**config.mk**
```make
export PLATFORM = sky130hd
export DESIGN_NAME = pipelined_controller_flat
export DESIGN_NICKNAME = d
export VERILOG_FILES = /design/src/rtl/pipelined_controller_pkg.sv /design/src/rtl/pipelined_controller_if.sv /design/src/rtl/pipelined_controller_ctrl_decoder.sv /design/src/rtl/pipelined_controller.sv /design/src/flat_wrapper.sv
export SDC_FILE = /design/constraint.sdc
export NUM_CORES = 1
export LEC_CHECK = 0
export ABC_AREA = 1
export BUFFER_PORTS_ARGS = -buffer_cell sky130_fd_sc_hd__buf_2
export CAP_MARGIN = 30
export CORE_ASPECT_RATIO = 0.7
export CORE_MARGIN = 3
export CORE_UTILIZATION = 40
export CTS_CLUSTER_DIAMETER = 40
export CTS_CLUSTER_SIZE = 16
export DETAILED_ROUTE_END_ITERATION = 12
export PLACE_DENSITY = 0.77
export SLEW_MARGIN = 20
export SYNTH_ARGS = -nofsm -noshare
export SYNTH_HDL_FRONTEND = slang
export SYNTH_SLANG_ARGS = --single-unit
```
**constraint.sdc**
```tcl
create_clock -name Clk -period 3.65 [get_ports Clk]
set_clock_uncertainty 0.2 [all_clocks]
set_input_delay 0.365 -clock Clk [delete_from_list [all_inputs] [get_ports Clk]]
set_output_delay 0.365 -clock Clk [all_outputs]
set_load 0.02 [all_outputs]
```
**src/rtl/pipelined_controller_pkg.sv**
```systemverilog
// Shared control definitions for the MIPS pipeline: opcodes, ALU codes, branch types and the
// control bundle that travels from ID through WB.
package mips_ctrl_pkg;

    localparam int ALU_W = 6;

    localparam logic [5:0] OP_RTYPE  = 6'b000000;
    localparam logic [5:0] OP_REGIMM = 6'b000001;
    localparam logic [5:0] OP_BEQ    = 6'b000100;
    localparam logic [5:0] OP_BNE    = 6'b000101;
    localparam logic [5:0] OP_BLEZ   = 6'b000110;
    localparam logic [5:0] OP_BGTZ   = 6'b000111;
    localparam logic [5:0] OP_ADDI   = 6'b001000;
    localparam logic [5:0] OP_SLTI   = 6'b001010;
    localparam logic [5:0] OP_ANDI   = 6'b001100;
    localparam logic [5:0] OP_ORI    = 6'b001101;
    localparam logic [5:0] OP_LW     = 6'b100011;
    localparam logic [5:0] OP_SW     = 6'b101011;

    localparam logic [4:0] RT_BLTZ = 5'b00000;
    localparam logic [4:0] RT_BGEZ = 5'b00001;

    localparam logic [ALU_W-1:0] ALU_ADD = 6'b100000;
    localparam logic [ALU_W-1:0] ALU_SUB = 6'b100010;
    localparam logic [ALU_W-1:0] ALU_AND = 6'b100100;
    localparam logic [ALU_W-1:0] ALU_OR  = 6'b100101;
    localparam logic [ALU_W-1:0] ALU_SLT = 6'b101010;

    typedef enum logic [2:0] {
        BR_NONE,
        BR_EQ,
        BR_NE,
        BR_LEZ,
        BR_GTZ,
        BR_LTZ,
        BR_GEZ
    } br_type_e;

    typedef struct packed {
        logic             reg_dst;
        logic             alu_src;
        logic [ALU_W-1:0] alu_ctrl;
        logic             mem_read;
        logic             mem_write;
        logic             reg_write;
        logic             mem_to_reg;
        br_type_e         br_type;
    } ctrl_t;

    typedef struct packed {
        logic mem_read;
        logic mem_write;
        logic reg_write;
        logic mem_to_reg;
    } mem_ctrl_t;

    typedef struct packed {
        logic reg_write;
        logic mem_to_reg;
    } wb_ctrl_t;

    localparam ctrl_t CTRL_NOP = '{
        reg_dst:    1'b0,
        alu_src:    1'b0,
        alu_ctrl:   ALU_ADD,
        mem_read:   1'b0,
        mem_write:  1'b0,
        reg_write:  1'b0,
        mem_to_reg: 1'b0,
        br_type:    BR_NONE
    };

    // Instructions whose rt field is a source operand rather than a destination.
    function automatic logic reads_rt(input logic [5:0] op);
        return (op == OP_RTYPE) || (op == OP_SW) || (op == OP_BEQ) || (op == OP_BNE);
    endfunction

    function automatic logic br_taken(input br_type_e t, input logic zero, input logic neg);
        case (t)
            BR_EQ:   return zero;
            BR_NE:   return !zero;
            BR_LEZ:  return neg | zero;
            BR_GTZ:  return !neg & !zero;
            BR_LTZ:  return neg;
            BR_GEZ:  return !neg;
            default: return 1'b0;
        endcase
    endfunction

endpackage

```
**src/rtl/pipelined_controller_if.sv**
```systemverilog
// Instruction, ALU flags and staged control outputs exchanged between the datapath and the
// pipelined controller.
interface pipelined_controller_if #(
    parameter int ALU_CTRL_W = 6
);
    logic [31:0]           Instruction;
    logic                  ExZero;
    logic                  ExNeg;
    logic                  ExRegDst;
    logic                  ExALUSrc;
    logic [ALU_CTRL_W-1:0] ExALUControl;
    logic                  MemRead;
    logic                  MemWrite;
    logic                  WbRegWrite;
    logic                  WbMemtoReg;
    logic                  PCSrc;
    logic                  Stall;
    logic                  Flush;

    modport master (
        output Instruction, ExZero, ExNeg,
        input  ExRegDst, ExALUSrc, ExALUControl, MemRead, MemWrite,
               WbRegWrite, WbMemtoReg, PCSrc, Stall, Flush
    );

    modport slave (
        input  Instruction, ExZero, ExNeg,
        output ExRegDst, ExALUSrc, ExALUControl, MemRead, MemWrite,
               WbRegWrite, WbMemtoReg, PCSrc, Stall, Flush
    );
endinterface

```
**src/rtl/pipelined_controller_ctrl_decoder.sv**
```systemverilog
// Purely combinational instruction-to-control-bundle decode, zero latency; unknown opcodes,
// unknown REGIMM rt codes and the all-zero word decode to the NOP bundle.
module ctrl_decoder
    import mips_ctrl_pkg::*;
(
    input  logic [31:0] instr_i,
    output ctrl_t       ctrl_o
);
    logic [5:0] op;
    logic [4:0] rt;
    logic [5:0] funct;

    assign op    = instr_i[31:26];
    assign rt    = instr_i[20:16];
    assign funct = instr_i[5:0];

    always_comb begin
        ctrl_o = CTRL_NOP;
        case (op)
            OP_RTYPE: begin
                if (instr_i != 32'h0) begin
                    ctrl_o.reg_dst   = 1'b1;
                    ctrl_o.reg_write = 1'b1;
                    ctrl_o.alu_ctrl  = funct;
                end
            end
            OP_ADDI, OP_ANDI, OP_ORI, OP_SLTI: begin
                ctrl_o.alu_src   = 1'b1;
                ctrl_o.reg_write = 1'b1;
                case (op)
                    OP_ANDI: ctrl_o.alu_ctrl = ALU_AND;
                    OP_ORI:  ctrl_o.alu_ctrl = ALU_OR;
                    OP_SLTI: ctrl_o.alu_ctrl = ALU_SLT;
                    default: ctrl_o.alu_ctrl = ALU_ADD;
                endcase
            end
            OP_LW: begin
                ctrl_o.alu_src    = 1'b1;
                ctrl_o.mem_read   = 1'b1;
                ctrl_o.mem_to_reg = 1'b1;
                ctrl_o.reg_write  = 1'b1;
            end
            OP_SW: begin
                ctrl_o.alu_src   = 1'b1;
                ctrl_o.mem_write = 1'b1;
            end
            OP_BEQ: begin
                ctrl_o.alu_ctrl = ALU_SUB;
                ctrl_o.br_type  = BR_EQ;
            end
            OP_BNE: begin
                ctrl_o.alu_ctrl = ALU_SUB;
                ctrl_o.br_type  = BR_NE;
            end
            OP_BLEZ: begin
                ctrl_o.alu_ctrl = ALU_SUB;
                ctrl_o.br_type  = BR_LEZ;
            end
            OP_BGTZ: begin
                ctrl_o.alu_ctrl = ALU_SUB;
                ctrl_o.br_type  = BR_GTZ;
            end
            OP_REGIMM: begin
                // rt is an opcode extension here, not a register operand.
                if (rt == RT_BLTZ) begin
                    ctrl_o.alu_ctrl = ALU_SUB;
                    ctrl_o.br_type  = BR_LTZ;
                end else if (rt == RT_BGEZ) begin
                    ctrl_o.alu_ctrl = ALU_SUB;
                    ctrl_o.br_type  = BR_GEZ;
                end
            end
            default: ctrl_o = CTRL_NOP;
        endcase
    end

endmodule

```
**src/rtl/pipelined_controller.sv**
```systemverilog
// Pipelined MIPS control: ID decode, ID/EX -> EX/MEM -> MEM/WB control registers (Ex* +1, Mem* +2,
// Wb* +3 cycles), EX branch resolution with flush, and load-use stall when HAZARD_DETECT_EN is defined.
module pipelined_controller
    import mips_ctrl_pkg::*;
#(
    parameter int   ALU_CTRL_W   = 6,
    parameter int   REG_ADDR_W   = 5,
    parameter logic RESET_PC_SRC = 1'b0
)(
    input  logic                  Clk,
    input  logic                  Rst,
    pipelined_controller_if.slave bus
);
    ctrl_t     id_ctrl;
    ctrl_t     idex_q, idex_d;
    mem_ctrl_t exmem_q, exmem_d;
    wb_ctrl_t  memwb_q, memwb_d;
    logic      pc_src;
    logic      stall;

    ctrl_decoder u_decoder (
        .instr_i (bus.Instruction),
        .ctrl_o  (id_ctrl)
    );

    assign pc_src = Rst ? RESET_PC_SRC : br_taken(idex_q.br_type, bus.ExZero, bus.ExNeg);

`ifdef HAZARD_DETECT_EN
    logic [REG_ADDR_W-1:0] idex_rt_q, idex_rt_d;
    logic [REG_ADDR_W-1:0] id_rs, id_rt;
    logic                  load_use;

    assign id_rs = bus.Instruction[21 +: REG_ADDR_W];
    assign id_rt = bus.Instruction[16 +: REG_ADDR_W];

    assign load_use = idex_q.mem_read && (idex_rt_q != '0) &&
                      ((idex_rt_q == id_rs) ||
                       (reads_rt(bus.Instruction[31:26]) && (idex_rt_q == id_rt)));

    // A taken branch squashes the dependent instruction anyway, so it overrides the stall.
    assign stall = load_use && !pc_src;

    assign idex_rt_d = (pc_src || stall) ? '0 : id_rt;

    always_ff @(posedge Clk) begin
        if (Rst) begin
            idex_rt_q <= '0;
        end else begin
            idex_rt_q <= idex_rt_d;
        end
    end
`else
    assign stall = 1'b0;
`endif

    always_comb begin
        idex_d = (pc_src || stall) ? CTRL_NOP : id_ctrl;

        exmem_d.mem_read   = idex_q.mem_read;
        exmem_d.mem_write  = idex_q.mem_write;
        exmem_d.reg_write  = idex_q.reg_write;
        exmem_d.mem_to_reg = idex_q.mem_to_reg;

        memwb_d.reg_write  = exmem_q.reg_write;
        memwb_d.mem_to_reg = exmem_q.mem_to_reg;
    end

    always_ff @(posedge Clk) begin
        if (Rst) begin
            idex_q  <= CTRL_NOP;
            exmem_q <= '0;
            memwb_q <= '0;
        end else begin
            idex_q  <= idex_d;
            exmem_q <= exmem_d;
            memwb_q <= memwb_d;
        end
    end

    assign bus.ExRegDst     = idex_q.reg_dst;
    assign bus.ExALUSrc     = idex_q.alu_src;
    assign bus.ExALUControl = ALU_CTRL_W'(idex_q.alu_ctrl);
    assign bus.MemRead      = exmem_q.mem_read;
    assign bus.MemWrite     = exmem_q.mem_write;
    assign bus.WbRegWrite   = memwb_q.reg_write;
    assign bus.WbMemtoReg   = memwb_q.mem_to_reg;
    assign bus.PCSrc        = pc_src;
    assign bus.Stall        = stall;
    assign bus.Flush        = pc_src;

endmodule

```
**src/flat_wrapper.sv**
```systemverilog
// flat-port wrapper written by rule: the top's interface ports become plain ports
module pipelined_controller_flat import mips_ctrl_pkg::*;
#(
    parameter int   ALU_CTRL_W   = 6,
    parameter int   REG_ADDR_W   = 5,
    parameter logic RESET_PC_SRC = 1'b0
)
  (Clk, Rst, bus_Instruction, bus_ExZero, bus_ExNeg, bus_ExRegDst, bus_ExALUSrc, bus_ExALUControl, bus_MemRead, bus_MemWrite, bus_WbRegWrite, bus_WbMemtoReg, bus_PCSrc, bus_Stall, bus_Flush);
  pipelined_controller_if #(.ALU_CTRL_W(ALU_CTRL_W)) bus_i ();
  input  logic Clk;
  input  logic Rst;
  input wire logic [$bits(bus_i.Instruction)-1:0] bus_Instruction;
  input wire logic [$bits(bus_i.ExZero)-1:0] bus_ExZero;
  input wire logic [$bits(bus_i.ExNeg)-1:0] bus_ExNeg;
  output wire logic [$bits(bus_i.ExRegDst)-1:0] bus_ExRegDst;
  output wire logic [$bits(bus_i.ExALUSrc)-1:0] bus_ExALUSrc;
  output wire logic [$bits(bus_i.ExALUControl)-1:0] bus_ExALUControl;
  output wire logic [$bits(bus_i.MemRead)-1:0] bus_MemRead;
  output wire logic [$bits(bus_i.MemWrite)-1:0] bus_MemWrite;
  output wire logic [$bits(bus_i.WbRegWrite)-1:0] bus_WbRegWrite;
  output wire logic [$bits(bus_i.WbMemtoReg)-1:0] bus_WbMemtoReg;
  output wire logic [$bits(bus_i.PCSrc)-1:0] bus_PCSrc;
  output wire logic [$bits(bus_i.Stall)-1:0] bus_Stall;
  output wire logic [$bits(bus_i.Flush)-1:0] bus_Flush;
  assign bus_i.Instruction = bus_Instruction;
  assign bus_i.ExZero = bus_ExZero;
  assign bus_i.ExNeg = bus_ExNeg;
  assign bus_ExRegDst = bus_i.ExRegDst;
  assign bus_ExALUSrc = bus_i.ExALUSrc;
  assign bus_ExALUControl = bus_i.ExALUControl;
  assign bus_MemRead = bus_i.MemRead;
  assign bus_MemWrite = bus_i.MemWrite;
  assign bus_WbRegWrite = bus_i.WbRegWrite;
  assign bus_WbMemtoReg = bus_i.WbMemtoReg;
  assign bus_PCSrc = bus_i.PCSrc;
  assign bus_Stall = bus_i.Stall;
  assign bus_Flush = bus_i.Flush;
  pipelined_controller #(.ALU_CTRL_W(ALU_CTRL_W), .REG_ADDR_W(REG_ADDR_W), .RESET_PC_SRC(RESET_PC_SRC)) u_core (.Clk(Clk), .Rst(Rst), .bus(bus_i));
endmodule
```
-- Word level (Yosys, flattened, before mapping)
Cells that the tools add are included.
- equal/unequal tests: 18
- multiplexer cells: 15
- bitwise operators: 3
- reductions and logical operators: 11
- operators with widths (cell ; count):
    nonzero test 32 bit ; 1
    equality test 6 x 3 -> 1 bit (second input constant) ; 4
    equality test 6 x 4 -> 1 bit (second input constant) ; 4
    one-hot mux 6 bit (4 select lines) ; 1
    one-hot mux 3 bit (5 select lines) ; 1
    equality test 6 bit (second input constant) ; 2
    two-way mux 6 bit ; 2
    one-hot mux 4 bit (3 select lines) ; 1
    equality test 3 bit (second input constant) ; 3
    OR reduction 4 bit ; 2
    equality test 3 x 2 -> 1 bit (second input constant) ; 2
    equality test 6 x 1 -> 1 bit (second input constant) ; 1
    logical NOT 6 bit ; 1
    two-way mux 3 bit ; 2
    one-hot mux 1 bit (6 select lines) ; 1
    OR reduction 6 bit ; 1
    equality test 5 x 1 -> 1 bit (second input constant) ; 1
    logical NOT 5 bit ; 1
    two-way mux 1 bit ; 5
    OR reduction 5 bit ; 1
    equality test 3 x 1 -> 1 bit (second input constant) ; 1
    OR reduction 3 bit ; 1
    logical NOT 1 bit ; 2
    two-way mux 2 bit ; 1
    5 further kinds ; 5
- register bits: 19
- output and inout port bits: 15
- logic and storage cells: 59

-- Depth between registers and ports, before layout
- depth in word-level cells: 5
- gate-level depth with buffers: 8

-- Hierarchy
Synthesis repeated with hierarchy kept, for this count alone.
- cell total of the unflattened synthesis: 178
- area, all modules: 1179.9 sq um
- by module, submodules not included (module ; instances ; cells each ; area an instance (sq um)):
    pipelined_controller ; 1 ; 92 ; 772.0
    ctrl_decoder ; 1 ; 86 ; 407.9

-- Least setup slack after synthesis
OpenSTA, ideal clock, no wires.
- path type: input-to-output
- start point: input port bus_ExZero
- end point: output port bus_PCSrc
- data arrival time: 1.046 ns
- data required time: 3.085 ns
- setup slack: 2.039 ns
- stages on the path: 5
- buffers on the path: 1
- cells stage by stage: nand3b_1 > nand3_1 > nand3_1 > inv_1 > buf_4
- word-level cells in the longest chain between the ends: 4
- elaborated cells on any way between the ends: 5
- ends and longest elaborated chain (item ; line ; text):
    start, declared ; flat_wrapper.sv:13 ; input wire logic [$bits(bus_i.ExZero)-1:0] bus_ExZero;
    logical NOT 1 bit ; pipelined_controller_pkg.sv:81, pipelined_controller_pkg.sv:83 ;
    bitwise AND 1 bit ; pipelined_controller_pkg.sv:83 ; BR_GTZ: return !neg & !zero;
    one-hot mux 1 bit (6 select lines) * ; pipelined_controller_pkg.sv:79 ; case (t)
    two-way mux 1 bit * ; pipelined_controller.sv:26 ; assign pc_src = Rst ? RESET_PC_SRC : br_taken(idex_q.br_type, bus.ExZero, bus.ExNeg);
    end, declared ; flat_wrapper.sv:22 ; output wire logic [$bits(bus_i.PCSrc)-1:0] bus_PCSrc;
Mark *: on every way between the ends. The rest lies on a longest branch, timed or not.

-- Final worst setup path
- start point: register u_core.idex_q[1] (netlist bit)
- end point: output port bus_PCSrc
- word-level cells in the longest chain between the ends: 3
- elaborated cells on any way between the ends: 8
- ends and longest elaborated chain (item ; line ; text):
    start, declared ; pipelined_controller.sv:15 ; ctrl_t idex_q, idex_d;
    start signal, assigned ; pipelined_controller.sv:74 ; idex_q <= idex_d;
    equality test 3 bit (tied with other cells) ; pipelined_controller_pkg.sv:79 ;
    one-hot mux 1 bit (6 select lines) * ; pipelined_controller_pkg.sv:79 ;
    two-way mux 1 bit * ; pipelined_controller.sv:26 ;
Marked as above.

==> reports/qor.yml <==
die_y_um: 49.8
clkLatencyLatePin_ns: 0.25
leakage_nw: 0.702
final_cell_mix: "49 x buf_2, 39 x nor2_1, 28 x nand2_1"
start_util_pct: 43.3
cp_max_fo: 3
cts_tree: "built"
ff2ff_setup_slack_ns: 2.14
power.total_uw: 413
final_common_cell: "buf_2"
ant_nets: 0
r2r_start: "u_core.idex_q[2]"
combPwrFrac_pct: 15.4
switching_share_pct: 24.2
postSynthAreaPerCell_um2: 6.86
yosysSeqAreaShare_pct: 34.7
place_inst: 233
cts_root_buf: "clkbuf_8"
grt_max_degree: 12
maxCapViolations: 0
fin_cells: 237
cp.arrival_ns: 1.31
nFillCells: 259
grt_overflow_total: 0
cp-startpoint: "u_core.idex_q[1]"
holdWs_ns: 0.156
grt.total_usage_pct: 14.9
ios: 51
period_needed_ns: 1.87
hpwl_mm: 1.92
grt_pass1_wl_mm: 3.80
synth.distinct_cells: 26
die-area_mm2: 0.00342
detail_route.vias_per_cell: 4.52
layout-drive-gt1-share_pct: 36.5
htree_num_levels: 1
final_nets: 240
hold_path.class: "primary input to flip-flop"
fmax_ghz: 0.535
period_share_pct: 51.2
peakVddDrop_mv: 0.110
seqPwrFrac_pct: 50.9
crit_type: "flip-flop to output port"
drt_iter0_markers: 36
port_buffers: 49
routed_wl_mm: 2.28
vias: 1072
cts.sinks: 19
netlist_instances: 160
cts.reportedPaths.clkPinSlew_ns: 0.07
antenna_found_initial: 0
synth_nets: 196
numCtsBuffers: 3
cts.hold.buffers_added: 0
worst_r2r_endpoint: "u_core.bus.ExALUControl[5]"
switchingPower_uw: 99.9
postCtsSetupRepairBufs: 0
slew_violations: 0
drt-wirelength-per-cell_um: 9.62
ys_ff_latch: 19
reg2reg_depth: 8
clk_path_buf_depth: 2
cp-end-kind: "output port"
crit_end: "bus_PCSrc"
die_w_um: 68.6
grt_setup_unrepaired: "false"
post-route-util_pct: 53.6
diodes: 0
firstDrtPassIters: 4
ys_warn_count: 0
power_frac_clock_pct: 33.7
first_global_vias: 919
finalSetupTns_ns: 0
syn2layout_area_growth_pct: 23.8
gp_congestion: 0.866
outcome: "complete, no violations"
worstSetupStartpointType: "flip-flop"
finalHoldViolCount: 0
rows: 15
syn_area_mm2: 0.00110
power.density_mw_per_mm2: 304
finalSetupViolations: 0
coreArea_mm2: 0.00253
required_ns: 3.08
power.internal_uw: 313
cts-resized-gates: 0
drc: 0
-- worst min path at each step --
stage          cells after the start          startpoint                          to  slack, ns
2_1_floorplan                      2   u_core.exmem_d[3]          u_core.bus.MemRead       0.19
3_3_place_gp                       2   u_core.exmem_q[1]       u_core.bus.WbRegWrite       0.19
3_5_place_dp                       2   u_core.exmem_d[1]           u_core.exmem_q[1]       0.19
4_1_cts                            3  bus_Instruction[4]  u_core.bus.ExALUControl[4]       0.15
5_1_grt                            3  bus_Instruction[4]  u_core.bus.ExALUControl[4]       0.16
6_report                           3  bus_Instruction[4]  u_core.bus.ExALUControl[4]       0.16
-- critical path: stages, from the launching register on --
cell and delay [ns]:
dfxtp_1 0.37, xor2_1 0.16, nand2_1 0.06, nand2_1 0.10, nand3_1 0.12, inv_1 0.08
buf_2 0.16
-- kinds of logic after synthesis --
group	after synthesis	synth area share, %
and+or+nand+nor	91	40.8
DFF	19	34.7
other	1	0.342
AOI/OAI and AO/OA	15	9.01
buffers and inverters	33	14.4
xor gates and xnor gates	1	0.798
-- power by group through the flow --
| stage | sequential, mW | combinational, mW | clock (mW) |
|---|---|---|---|
| final | 0.210 | 0.0636 | 0.139 |
| after global routing | 0.210 | 0.0718 | 0.155 |
| after CTS | 0.210 | 0.0638 | 0.145 |
| after detailed placement | 0.215 | 0.0636 | 0 |
| after global placement | 0.215 | 0.0625 | 0 |
| after floorplan | 0.216 | 0.0348 | 0 |
-- routing by layer --
metal | share of wire [%] | GRT usage [%] | vias to the layer above | routed length, um
li1 | - | - | 571 | -
met1 | 48 | 20.5 | 455 | 1100
met2 | 39 | 20.0 | 41 | 897
met3 | 11 | 6.61 | 5 | 248
met4 | 1.4 | 5.61 | 0 | 31
met5 | 0 | 0 | - | 0
-- synthesized netlist by cell type (all sizes together) --
library cell	instances	area share, %
nor2	46	20
xor2	1	0.80
o21bai	1	0.68
nand4	3	1.7
a21oi	7	3.9
dfxtp	19	35
o21ai	3	1.4
nor3	1	0.91
a21boi	1	0.68
conb	1	0.34
nand3	10	6.8
inv	23	7.9
clkbuf	1	0.34
buf	9	6.2
a32oi	1	0.80
nand3b	1	0.68
o22a	2	1.6
nand2	30	11
-- sequential cells by signal (all words and copies together) (netlist names) --
register                 flops
u_core.bus.ExALUControl      6
u_core.exmem_d               3
u_core.idex_q                3
u_core.bus.ExALUSrc          1
u_core.bus.ExRegDst          1
u_core.bus.MemRead           1
u_core.bus.MemWrite          1
u_core.bus.WbMemtoReg        1
u_core.bus.WbRegWrite        1
u_core.exmem_q               1
-- stage by stage --
step | setup slack (ns) | cell area (um^2)
after detailed placement | 1.96 | 1310
final | 1.78 | 1360
after floorplan | 2.04 | 1100
after CTS | 1.76 | 1360
after global routing | 1.65 | 1360
after global placement | 1.98 | 1310
-- area by class of cell --
type / instances / area [um^2] / area share, %
multi-input cells: 108 / 559 / 41.2
well taps: 34 / 42.5 / 3.13
flip-flops and latches: 19 / 380 / 28.0
repair buffers: 49 / 245 / 18.0
inverters: 23 / 86.3 / 6.35
clock buffers: 4 / 45.0 / 3.31
No activity file was read; power rests on OpenSTA's default activity.
